`src/rtl/store_packer.sv`:
```
`default_nettype none
// ============================================================================
//  Module   : store_packer
//  Purpose  : Store-side formatter between the MEM stage and the data RAM.
//             Packs sb/sh/sw requests onto little-endian byte lanes, builds
//             byte enables, rejects misaligned/illegal stores with a one-cycle
//             ades pulse, and queues accepted stores in a small FIFO so RAM
//             back-pressure never drops a request.
//  Ports    : clk, rst                 - clock, synchronous active-high reset
//             in_valid/in_ready        - request handshake (ready = not full)
//             in_addr, in_data,in_size - byte address, rt value, 00/01/10 size
//             out_valid/out_ready      - head-of-queue handshake toward RAM
//             out_addr,out_wdata,out_be- word address, replicated data, lanes
//             ades, bad_vaddr          - address-error pulse and its address
//  Revision : 1.0  initial release
// ============================================================================
module store_packer #(
    parameter int DEPTH = 2,   // store-buffer entries, power of two >= 2
    parameter int AW    = 32   // byte-address width, >= 2
) (
    input  logic          clk,
    input  logic          rst,
    input  logic          in_valid,
    output logic          in_ready,
    input  logic [AW-1:0] in_addr,
    input  logic [31:0]   in_data,
    input  logic [1:0]    in_size,
    output logic          out_valid,
    input  logic          out_ready,
    output logic [AW-1:0] out_addr,
    output logic [31:0]   out_wdata,
    output logic [3:0]    out_be,
    output logic          ades,
    output logic [AW-1:0] bad_vaddr
);

    localparam int c_PTR_W = $clog2(DEPTH);
    localparam int c_CNT_W = $clog2(DEPTH + 1);
    localparam logic [c_CNT_W-1:0] c_FULL = c_CNT_W'(DEPTH);

    localparam logic [1:0] c_SZ_BYTE = 2'b00;
    localparam logic [1:0] c_SZ_HALF = 2'b01;
    localparam logic [1:0] c_SZ_WORD = 2'b10;

    // ------------------------------------------------------------------
    // Lane packing and alignment check (combinational, before enqueue)
    // ------------------------------------------------------------------
    logic [31:0] w_wdata;
    logic [3:0]  w_be;
    logic        w_err;

    always_comb begin
        w_wdata = in_data;
        w_be    = 4'b1111;
        w_err   = 1'b0;
        case (in_size)
            c_SZ_BYTE: begin
                w_wdata = {4{in_data[7:0]}};
                w_be    = 4'b0001 << in_addr[1:0];
            end
            c_SZ_HALF: begin
                w_wdata = {2{in_data[15:0]}};
                w_be    = in_addr[1] ? 4'b1100 : 4'b0011;
                w_err   = in_addr[0];
            end
            c_SZ_WORD: begin
                w_err   = (in_addr[1:0] != 2'b00);
            end
            default: begin
                // size 11 is illegal; the lane values are irrelevant since
                // the request is never enqueued
                w_err   = 1'b1;
            end
        endcase
    end

    // ------------------------------------------------------------------
    // Handshakes. A rejected request still consumes the input slot so the
    // pipeline can move on; it just never reaches the queue.
    // ------------------------------------------------------------------
    logic [c_PTR_W-1:0] r_wptr;
    logic [c_PTR_W-1:0] r_rptr;
    logic [c_CNT_W-1:0] r_count;

    logic w_accept;
    logic w_push;
    logic w_reject;
    logic w_pop;

    assign in_ready  = (r_count < c_FULL);
    assign out_valid = (r_count != '0);

    assign w_accept  = in_valid & in_ready;
    assign w_push    = w_accept & ~w_err;
    assign w_reject  = w_accept &  w_err;
    assign w_pop     = out_valid & out_ready;

    // ------------------------------------------------------------------
    // Entry storage. Contents need no reset: the count alone decides
    // whether an entry is live, and outputs are masked while empty.
    // ------------------------------------------------------------------
    logic [AW-1:0] r_addr_q  [DEPTH];
    logic [31:0]   r_wdata_q [DEPTH];
    logic [3:0]    r_be_q    [DEPTH];

    always_ff @(posedge clk) begin
        if (w_push) begin
            r_addr_q[r_wptr]  <= {in_addr[AW-1:2], 2'b00};
            r_wdata_q[r_wptr] <= w_wdata;
            r_be_q[r_wptr]    <= w_be;
        end
    end

    // ------------------------------------------------------------------
    // Pointers and occupancy. DEPTH is a power of two, so the pointers
    // wrap naturally at their bit width.
    // ------------------------------------------------------------------
    always_ff @(posedge clk) begin
        if (rst) begin
            r_wptr  <= '0;
            r_rptr  <= '0;
            r_count <= '0;
        end else begin
            if (w_push) begin
                r_wptr <= r_wptr + 1'b1;
            end
            if (w_pop) begin
                r_rptr <= r_rptr + 1'b1;
            end
            case ({w_push, w_pop})
                2'b10:   r_count <= r_count + 1'b1;
                2'b01:   r_count <= r_count - 1'b1;
                default: r_count <= r_count;
            endcase
        end
    end

    // ------------------------------------------------------------------
    // Address-error reporting: pulse one cycle after the rejected
    // handshake; the faulting address is held until the next rejection.
    // ------------------------------------------------------------------
    logic          r_ades;
    logic [AW-1:0] r_bad_vaddr;

    always_ff @(posedge clk) begin
        if (rst) begin
            r_ades      <= 1'b0;
            r_bad_vaddr <= '0;
        end else begin
            r_ades <= w_reject;
            if (w_reject) begin
                r_bad_vaddr <= in_addr;
            end
        end
    end

    assign ades      = r_ades;
    assign bad_vaddr = r_bad_vaddr;

    // Head entry, forced to zero while the queue is empty
    assign out_addr  = out_valid ? r_addr_q[r_rptr]  : '0;
    assign out_wdata = out_valid ? r_wdata_q[r_rptr] : '0;
    assign out_be    = out_valid ? r_be_q[r_rptr]    : '0;

endmodule
`default_nettype wire

```
`config.mk`:
```
export PLATFORM = sky130hd
export DESIGN_NAME = store_packer
export DESIGN_NICKNAME = d
export VERILOG_FILES = /design/src/rtl/store_packer.sv
export SDC_FILE = /design/constraint.sdc
export NUM_CORES = 1
export LEC_CHECK = 0
export BUFFER_PORTS_ARGS = -buffer_cell sky130_fd_sc_hd__buf_2
export CAP_MARGIN = 20
export CORE_MARGIN = 2
export CORE_UTILIZATION = 48
export CTS_CLUSTER_DIAMETER = 80
export DETAILED_ROUTE_END_ITERATION = 8
export PLACE_DENSITY = 0.72
export SLEW_MARGIN = 5
export SYNTH_ARGS = -nofsm -noshare
export SYNTH_HDL_FRONTEND = slang
export SYNTH_SLANG_ARGS = --single-unit
```
`constraint.sdc`:
```
create_clock -name clk -period 4.7 [get_ports clk]
set_input_delay 0.705 -clock clk [delete_from_list [all_inputs] [get_ports clk]]
set_output_delay 0.705 -clock clk [all_outputs]
set_load 0.005 [all_outputs]
```
==> results of run 1 <==
## area by class of cell
cell class | count | area share
inverter | 5 | 0.00217
clock inverter | 11 | 0.0120
clock buffer | 21 | 0.0508
timing repair buffer | 176 | 0.111
multi-input combinational | 300 | 0.252
sequential | 170 | 0.545
tap | 184 | 0.0266
## sequential cells by signal, summed over array words and instances (netlist names), named ones only
signal	count
r_be_q	8
r_wptr	1
ades	1
r_wdata_q	64
r_addr_q	60
r_count	2
r_rptr	1
bad_vaddr	32
## cell families (layout without fill, tap and decap cells)
kind of cell             Yosys count  in the layout
other                              1              2
AO/OA/AOI/OAI                     17             17
AND/OR/NAND/NOR                  154            154
buffers and inverters             37            213
XOR/XNOR                           3              3
flip-flops                       170            170
adder cells (fa/ha/maj)            1              1
multiplexers                     123            123
## synth_stat cells
cell      number  area [um^2]
xnor2_1        1         8.76
mux2_1         1         11.3
buf_6          3         33.8
mux2_2        16          180
ha_1           1         12.5
nor4_1         1         6.26
a21o_1         2         15.0
nor3_4         1         16.3
or3_1          1         6.26
o21bai_1       3         22.5
conb_1         1         3.75
edfxtp_1     132         3960
a21oi_1        2         10.0
nand2_1        8         30.0
inv_1          5         18.8
nor3_2         1         10.0
clkbuf_1      16         60.1
o21ai_0       10         50.1
nor2_1        76          285
mux2i_1      106         1060
nand2b_1      66          413
xor2_1         2         17.5
buf_4          6         45.0
buf_2          7         35.0
dfxtp_1       38          761
## metrics by stage
step                utilization  area (um^2)  setup WS [ns]  total power, mW
floorplan                     -         7080          0.251             2.45
global placement          0.557         8070           1.62             2.84
detailed placement        0.557         8070           1.54             2.87
CTS                       0.595         8610           1.63             4.16
global route              0.599         8670           1.81             4.37
finish                    0.599         8670           2.02             4.15
## worst reg2reg max path: cells and delay by family, from the launching register on
family / cells / cell delay, ns
and+or+nand+nor: 2 / 1.02
DFF: 1 / 0.38
buffers and inverters: 1 / 0.34
AOI/OAI and AO/OA: 1 / 0.31
## layer usage
layer / global-route usage / wire length (um) / vias to the layer above
met1: 0.229 / 6240 / 2097
li1: - / - / 2120
met2: 0.307 / 6840 / 162
met3: 0.0668 / 1190 / 20
met5: 0 / 5 / -
met4: 0.0667 / 223 / 2
## how the worst max path moves through the flow
stage                                 endpoint  slack, ns  cells after the start
finish              r_wdata_q[1][25]$_DFFE_PP_       2.02                      5
global route        r_wdata_q[1][30]$_DFFE_PP_       1.81                      5
CTS                               out_wdata[9]       1.63                      4
detailed placement  r_wdata_q[1][30]$_DFFE_PP_       1.54                      5
global placement    r_wdata_q[1][29]$_DFFE_PP_       1.62                      5
floorplan             r_addr_q[0][0]$_DFFE_PP_       0.25                      3
## power by group through the flow
stage          Clock (mW)  Sequential [mW]  Combinational, mW
4_1_cts              1.31             1.89              0.960
3_3_place_gp            0             1.91              0.934
6_report             1.29             1.83               1.04
2_1_floorplan           0             1.82              0.631
5_1_grt              1.38             1.84               1.15
3_5_place_dp            0             1.92              0.954
==> impl_metrics.csv, run 1 <==
group,metric,value,unit
pwr,p_sw,1.16,mW
timing,worst_pin_slew,0.954,ns
floorplanning,rows,44,
worst_setup_path,r2r_start,"r_count[1]$_SDFFE_PP0P_",
logic_synthesis,synth_compound_area_frac,0.0138,
routing,dr.pass1.iters,4,
logic_synthesis,netlist_area,7080,um^2
logic_synthesis,synthAdderAreaFrac,0.00177,
logic_synthesis,synth_top_family_by_area,"multiplexers",
floorplanning,die_h,125,um
clocking,cts_resized,0,
finish,final_common_cell,"buf_2",
placed_design,place.gp.congestion,0.785,
logic_synthesis,synth-seq-cells,170,
clocking,cts_inserted_buffers,17,
clocking,cts_max_path_buffers,2,
floorplanning,die_area,15700,um^2
timing,finalCritPeriodShare,0.571,
finish,finalNonFillerCells,867,
pwr,comb_power_share,0.250,
flow_run,cap_violations,0,
worst_setup_path,reg2reg_slack,2.33,ns
timing,finalSetupViolCount,0,
clocking,clk_pin_slew_worst_paths,0.06,ns
worst_setup_path,cp_max_fo,36,
hold_path,hp-start,"bad_vaddr[21]$_SDFFE_PP0P_",
grt,grt_pass1_wl,22600,um
hold_path,hold_path_class,"reg -> reg",
pwr,intPower,3.00,mW
grt,grt_antenna_before_repair,1,
clocking,cts_tree,"built",
finish,final_cell_mix,"buf_2 (170), edfxtp_1 (132), mux2i_1 (106)",
clocking,htreeDepth,4,
worst_setup_path,crit_buf_inv,2,
placed_design,portBuffers,170,
logic_synthesis,seq_area_frac_synth,0.668,
clocking,cts_hold_buf,0,
timing,period_needed,2.68,ns
finish,seq_area,4730,um^2
worst_setup_path,max_stage_delay,0.78,ns
timing,hold_viol,0,
hold_path,hold_end,"bad_vaddr[21]$_SDFFE_PP0P_",
worst_setup_path,crit_chain,"buf_2, a21oi_1, o21bai_1, nor2_4, buf_12",
finish,drive_gt1_frac,0.327,
floorplanning,ios,173,
placed_design,dp_hpwl,9580,um
floorplanning,initial_core_util,0.489,
worst_setup_path,rr_endpoint,"r_wdata_q[1][25]$_DFFE_PP_",
routing,wirelength,14500,um
grt,grt_usage,0.187,
routing,drt.antenna.violating_nets,0,
logic_synthesis,ys.warnings.count,0,
routing,vias,4401,
placed_design,dp_cells,833,
timing,finalClockSkew,0.0105,ns
worst_setup_path,required,4.81,ns
finish,area_growth,22.5,%
finish,num-fill-cells,1164,
clocking,root_buffer,"clkbuf_16",
outcome,status,"complete, no violations",
clocking,cts_setup_buffers,0,
finish,diodes,0,
worst_setup_path,crit_start,"in_size[1]",
grt,grt_max_degree,72,
pwr,vdd.ir_drop.worst,0.219,mV
routing,avgViaCountPerCell,5.08,
routing,wl_per_cell,16.7,um
timing,slew_headroom,0.362,
routing,dr.first_iter.drc_count,184,
pwr,power_density,479,nW/um^2
worst_setup_path,slowest_stage,"nor2_4",
clocking,clkLatencyLatePin,0.42,ns
logic_synthesis,synth.area.mux_share,0.177,
logic_synthesis,synth_cell_type_count,25,
floorplanning,core,14500,um^2
finish,multiInputGateArea,2190,um^2
worst_setup_path,path_class,"in -> reg",
pwr,sw_frac_of_total,0.279,
pwr,leakagePower,3.41,nW
timing,rsz0062_at_grt,"no",
pwr,power.share.sequential,0.439,
worst_setup_path,cp.arrival,2.79,ns
worst_setup_path,r2r_cells,4,
hold_path,min_path_cells,2,
timing,maxSlewViolCount,0,
timing,timing.hold.ws,0.469,ns
worst_setup_path,critPathTopFamily,"simple AND/OR/NAND/NOR gates",
logic_synthesis,synth-xor-area-share,0.00371,
finish,nNetsFinal,741,
logic_synthesis,syn_avg_cell_area,14.0,um^2
logic_synthesis,syn_inst,506,
grt,grt_pass1_vias,4421,
worst_setup_path,end_kind,"register",
timing,fin_tns_setup,0,ns
timing,fmax,0.373,GHz
grt,gr-total-overflow,0,
logic_synthesis,synth-simple-area-share,0.108,
routing,drcViolationCount,0,
pwr,power_frac_clock,0.310,
worst_setup_path,cp-start-kind,"primary input",
floorplanning,die_x,125,um
clocking,clkSinkCount,170,
Note: power is estimated with default switching activity, not from simulation.
==> run 2: changes to the inputs <==
--- a/config.mk
+++ b/config.mk
@@ -5,6 +5,7 @@
 export SDC_FILE = /design/constraint.sdc
 export NUM_CORES = 1
 export LEC_CHECK = 0
+export ABC_AREA = 1
 export BUFFER_PORTS_ARGS = -buffer_cell sky130_fd_sc_hd__buf_2
 export CAP_MARGIN = 20
 export CORE_MARGIN = 2
==> constraint.sdc (replaced) <==
create_clock -name clk -period 2.15 [get_ports clk]
set_input_delay 0.3225 -clock clk [delete_from_list [all_inputs] [get_ports clk]]
set_output_delay 0.3225 -clock clk [all_outputs]
set_load 0.005 [all_outputs]
==> run 2 against run 1 <==
Net effect: global-route usage rose by 2.0 points; clock-buffer cell count fell by 2; sequential share of layout area hardly changed; critical path depth unchanged; design area decreased by 0.14%; utilization up 0.37 points; combinational power rose by 120%; first-iteration DRC count up 110%; largest cell class unchanged.
==> impl_metrics.csv, run 2 <==
group,metric,value,unit
timing,fmax,0.501,GHz
finish,finalNonFillerCells,1046,
logic_synthesis,synthArstFlopShare,0,
routing,vias,5348,
worst_setup_path,end_kind,"output port",
clocking,cts_inserted_buffers,17,
finish,final_cell_mix,"nand2_1 (223), buf_2 (170), edfxtp_1 (132)",
clocking,cts_resized,0,
timing,finalClockSkew,0.00728,ns
logic_synthesis,yosysMostFrequentCell,"nand2_1",
finish,final_util,0.602,
outcome,status,"complete, no violations",
floorplanning,die_area,15500,um^2
worst_setup_path,reg2reg_slack,0.47,ns
flow_run,cap_violations,0,
grt,grt-busiest-layer,"met2",
floorplanning,rows,44,
grt,gr-usage-met2,0.343,
floorplanning,die_x,125,um
timing,slew_headroom,0.574,
timing,hold_viol,0,
grt,grt_pass1_wl,25100,um
finish,diodes,0,
grt,grt_usage,0.207,
routing,dr.first_iter.drc_count,388,
pwr,vdd.ir_drop.worst,0.634,mV
finish,area_growth,23.8,%
clocking,clkSinkCount,170,
placed_design,portBuffers,170,
grt,gr-total-overflow,0,
routing,drt.antenna.violating_nets,0,
clocking,cts_max_path_buffers,2,
logic_synthesis,synthTopCellsByArea,"edfxtp_1 (57%), nand2_1 (12%), dfxtp_1 (11%)",
timing,rsz0062_at_grt,"no",
logic_synthesis,netlist_area,6990,um^2
logic_synthesis,syn_inst,689,
logic_synthesis,seq_area_frac_synth,0.676,
routing,wirelength,15900,um
timing,finalSetupViolCount,0,
worst_setup_path,required,1.83,ns
finish,largest_reg_flops,64,
routing,avgViaCountPerCell,5.11,
worst_setup_path,cp_max_fo,66,
timing,maxSlewViolCount,0,
worst_setup_path,cp.arrival,1.67,ns
grt,use_met1,0.251,
clocking,clk_pin_slew_worst_paths,0.07,ns
routing,wl_per_cell,15.2,um
logic_synthesis,syn_avg_cell_area,10.1,um^2
placed_design,dp_cells,1014,
clocking,root_buffer,"clkbuf_16",
logic_synthesis,yosys.area.top_type,"edfxtp_1",
grt,grt_antenna_before_repair,1,
logic_synthesis,synth_ff_type,"edfxtp_1",
finish,drive_gt1_frac,0.267,
grt,grt_use_met3,0.0743,
worst_setup_path,rr_endpoint,"r_count[1]$_SDFFE_PP0P_",
logic_synthesis,yosys-top-cells-count,"nand2_1 (223), edfxtp_1 (132), a21oi_1 (100)",
grt,grt_pass1_vias,4998,
routing,dr.pass1.iters,5,
placed_design,dp_slack,0.361,ns
worst_setup_path,r2r_cells,7,
clocking,cts_setup_buffers,0,
timing,finalCritPeriodShare,0.929,
grt,grt_max_degree,67,
pwr,power_density,1060,nW/um^2
floorplanning,die_h,125,um
logic_synthesis,synth_cell_type_count,25,
finish,regMostFlops,"r_wdata_q",
logic_synthesis,synth-seq-cells,170,
logic_synthesis,synth_edf_count,132,
timing,period_needed,2.00,ns
logic_synthesis,ys.warnings.count,0,
clocking,cts_tree,"built",
placed_design,dp_hpwl,10300,um
worst_setup_path,endpoint,"out_wdata[14]",
clocking,clkLatencyLatePin,0.43,ns
floorplanning,ios,173,
floorplanning,initial_core_util,0.486,
pwr,leakagePower,3.84,nW
worst_setup_path,path_class,"reg -> out",
finish,nNetsFinal,920,
finish,num-fill-cells,1208,
clocking,cts_hold_buf,0,
worst_setup_path,cp-start-kind,"register",
finish,final_common_cell,"nand2_1",
hold_path,min_path_cells,2,
logic_synthesis,synth_top_area_share,0.567,
clocking,htreeDepth,4,
worst_setup_path,r2r_start,"r_count[1]$_SDFFE_PP0P_",
hold_path,hold_path_class,"in -> reg",
routing,drcViolationCount,0,
placed_design,place.gp.congestion,0.790,
timing,setup_slack,0.153,ns
timing,worst_pin_slew,0.640,ns
floorplanning,core,14400,um^2
run 2: cell count changes after synthesis, moves of 7 or more:
cell / previous run / this run
nor2_1: 76 / 44
mux2i_1: 106 / 0
mux2_2: 16 / 0
buf_2: 7 / 14
inv_1: 5 / 46
nand2b_1: 66 / 0
nand2_1: 8 / 223
a21oi_1: 2 / 100
nand3_1: 0 / 37
run 2: power breakdown:
group | switching, mW | leakage [nW] | total (mW) | internal (mW)
clock | 1.33 | 0.293 | 3.00 | 1.67
sequential | 0.108 | 1.52 | 3.89 | 3.79
combinational | 1.40 | 2.02 | 2.25 | 0.847
total | 2.84 | 3.84 | 9.14 | 6.30
run 2: final cells by class:
class / instances / area [um^2] / share of cell area
clock buffers: 19 / 475 / 0.0549
clock inverters: 13 / 120 / 0.0139
inverters: 49 / 195 / 0.0225
multi-input cells: 427 / 1880 / 0.217
flip-flops and latches: 170 / 4730 / 0.546
well taps: 184 / 230 / 0.0266
repair buffers: 184 / 1030 / 0.119
run 2: worst max-delay path, stage by stage (launching register included):
cell and delay [ns]:
dfxtp_2 0.39, inv_2 0.09, buf_12 0.28, nand2_1 0.09
a21oi_1 0.21, buf_2 0.15
run 2: worst min-delay path by stage:
| stage | start | endpoint | slack (ns) |
|---|---|---|---|
| 2_1_floorplan | rst | ades$_SDFF_PP0_ | 0.39 |
| 3_3_place_gp | r_rptr$_SDFFE_PP0P_ | register | 0.45 |
| 3_5_place_dp | r_rptr$_SDFFE_PP0P_ | register | 0.45 |
| 4_1_cts | rst | r_count[0]$_SDFFE_PP0P_ | 0.06 |
| 5_1_grt | rst | r_count[0]$_SDFFE_PP0P_ | 0.06 |
| 6_report | rst | ades$_SDFF_PP0_ | 0.08 |
run 2: cell families (layout without fill, tap and decap cells):
kind of cell	count (synthesis)	in the layout	synth area share
AO/OA/AOI/OAI	114	114	0.0831
flip-flops	170	170	0.676
AND/OR/NAND/NOR	309	309	0.176
buffers and inverters	93	265	0.0614
adder cells (fa/ha/maj)	1	1	0.00179
XOR/XNOR	1	1	0.00125
other	1	2	0.000537
run 2: per-stage QoR:
stage / hold slack (ns) / TNS (ns) / power [mW] / instance area (um^2)
after global routing: 0.0580 / 0 / 9.62 / 8660
after CTS: 0.0623 / 0 / 9.22 / 8660
after floorplan: 0.394 / -0.502 / 5.20 / 7040
after detailed placement: 0.453 / 0 / 6.23 / 8060
after global placement: 0.446 / 0 / 6.22 / 8060
final: 0.0812 / 0 / 9.14 / 8660
run 2: metal layers:
layer / part of all wire / routed length, um
met3: 0.097 / 1540
met4: 0.017 / 265
met1: 0.40 / 6310
met2: 0.49 / 7770
met5: 0.00082 / 13
==> run 3: changes to the inputs <==
--- a/config.mk
+++ b/config.mk
@@ -13,6 +13,7 @@
 export CTS_CLUSTER_DIAMETER = 80
 export DETAILED_ROUTE_END_ITERATION = 8
 export PLACE_DENSITY = 0.72
+export RECOVER_POWER = 50
 export SLEW_MARGIN = 5
 export SYNTH_ARGS = -nofsm -noshare
 export SYNTH_HDL_FRONTEND = slang
==> run 3 against run 2 <==
Net effect: non-clock buffer count unchanged; combinational power down 2%; utilization shrank 0.77 points; worst setup slack improved by 0.0039 ns; critical endpoint unchanged; fmax up 0.19%; design area decreased by 1.3%; largest cell class unchanged; sequential cell count stayed put.
==> impl_metrics.csv, run 3 (same netlist as run 2, synthesis figures left out) <==
group,metric,value,unit
finish,design_area,8550,um^2
grt,grt_antenna_before_repair,0,
hold_path,hold_path_class,"in -> reg",
finish,final_cell_mix,"nand2_1 (224), edfxtp_1 (132), buf_2 (119)",
worst_setup_path,reg2reg_slack,0.23,ns
clocking,cts_inserted_buffers,17,
floorplanning,initial_core_util,0.486,
grt,gr-total-overflow,0,
pwr,vdd.ir_drop.worst,0.633,mV
finish,regMostFlops,"r_wdata_q",
worst_setup_path,cp_max_fo,66,
floorplanning,core,14400,um^2
worst_setup_path,r2r_cells,4,
routing,drt.antenna.violating_nets,0,
grt,grt_max_degree,67,
clocking,clkSinkCount,170,
finish,final_common_cell,"nand2_1",
worst_setup_path,path_class,"reg -> out",
routing,dr.pass1.iters,5,
placed_design,place.gp.congestion,0.790,
grt,grt_pass1_vias,4998,
timing,worst_pin_slew,0.843,ns
clocking,root_buffer,"clkbuf_16",
pwr,power_density,1060,nW/um^2
worst_setup_path,rr_endpoint,"r_wdata_q[0][27]$_DFFE_PP_",
timing,finalClockSkew,0.00825,ns
timing,finalSetupViolCount,0,
placed_design,portBuffers,170,
worst_setup_path,end_kind,"output port",
timing,fmax,0.502,GHz
timing,hold_viol,0,
worst_setup_path,cp.arrival,1.67,ns
routing,avgViaCountPerCell,5.06,
worst_setup_path,required,1.83,ns
clocking,htreeDepth,4,
clocking,cts_tree,"built",
finish,nNetsFinal,920,
timing,maxSlewViolCount,0,
hold_path,hold_end,"ades$_SDFF_PP0_",
pwr,leakagePower,3.67,nW
worst_setup_path,crit_chain,"inv_2, buf_12, nand2_1, a21oi_1, buf_2",
finish,area_growth,22.3,%
grt,grt_pass1_wl,25100,um
routing,dr.first_iter.drc_count,380,
hold_path,hp-start,"rst",
timing,slew_headroom,0.438,
clocking,clkLatencyLatePin,0.43,ns
outcome,status,"complete, no violations",
clocking,cts_max_path_buffers,2,
flow_run,cap_violations,0,
finish,finalNonFillerCells,1046,
routing,wirelength,15900,um
timing,rsz0062_at_grt,"no",
clocking,cts_resized,0,
worst_setup_path,cp-start-kind,"register",
timing,period_needed,1.99,ns
placed_design,dp_hpwl,10300,um
clocking,clk_pin_slew_worst_paths,0.07,ns
routing,wl_per_cell,15.2,um
floorplanning,ios,173,
worst_setup_path,slowest_stage,"dfxtp_2",
routing,drcViolationCount,0,
floorplanning,die_area,15500,um^2
timing,fin_tns_setup,0,ns
clocking,cts_setup_buffers,0,
timing,finalCritPeriodShare,0.927,
clocking,cts_hold_buf,0,
worst_setup_path,max_stage_delay,0.39,ns
routing,vias,5297,
worst_setup_path,r2r_start,"r_count[1]$_SDFFE_PP0P_",
finish,final_util,0.595,
placed_design,dp_cells,1014,
placed_design,post_dp_cell_area,8060,um^2
floorplanning,die_h,125,um
timing,setup_slack,0.156,ns
hold_path,min_path_cells,2,
finish,diodes,0,
floorplanning,die_x,125,um
pwr,p_total,9.09,mW
finish,largest_reg_flops,64,
timing,timing.hold.ws,0.0831,ns
placed_design,dp_slack,0.361,ns
grt,grt_usage,0.207,
floorplanning,rows,44,
finish,drive_gt1_frac,0.202,
## run 3: final cells by class
| type | instances | area [um^2] |
|---|---|---|
| fillers | 1245 | 5820 |
| flip-flops and latches | 170 | 4730 |
| multi-input cells | 427 | 1850 |
| repair buffers | 184 | 951 |
| clock buffers | 19 | 475 |
| well taps | 184 | 230 |
| inverters | 49 | 195 |
| clock inverters | 13 | 120 |
## run 3: how the worst max path moves through the flow
stage	endpoint	slack (ns)
CTS	out_be[3]	0.14
global placement	r_addr_q[1][15]$_DFFE_PP_	0.42
detailed placement	r_count[1]$_SDFFE_PP0P_	0.36
global route	out_wdata[8]	0.02
finish	out_wdata[14]	0.16
floorplan	r_addr_q[0][0]$_DFFE_PP_	-0.008
## run 3: critical path: cells and delay by family (launching register included)
family          cells  cell delay (ns)
flops               1             0.39
buf+inv             3             0.52
simple gates        1             0.09
compound gates      1             0.21
## run 3: power by group
group          internal [mW]  switching (mW)  total [mW]
combinational          0.813            1.40        2.21
sequential              3.79          0.0997        3.89
clock                   1.67            1.33        3.00
total                   6.27            2.83        9.09
## run 3: layer usage
metal | routed length, um | vias to the layer above | global-route usage
li1 | - | 2613 | -
met1 | 6400 | 2454 | 0.251
met2 | 7730 | 206 | 0.343
met3 | 1540 | 24 | 0.0743
met4 | 266 | 0 | 0.0701
met5 | 0 | - | 0
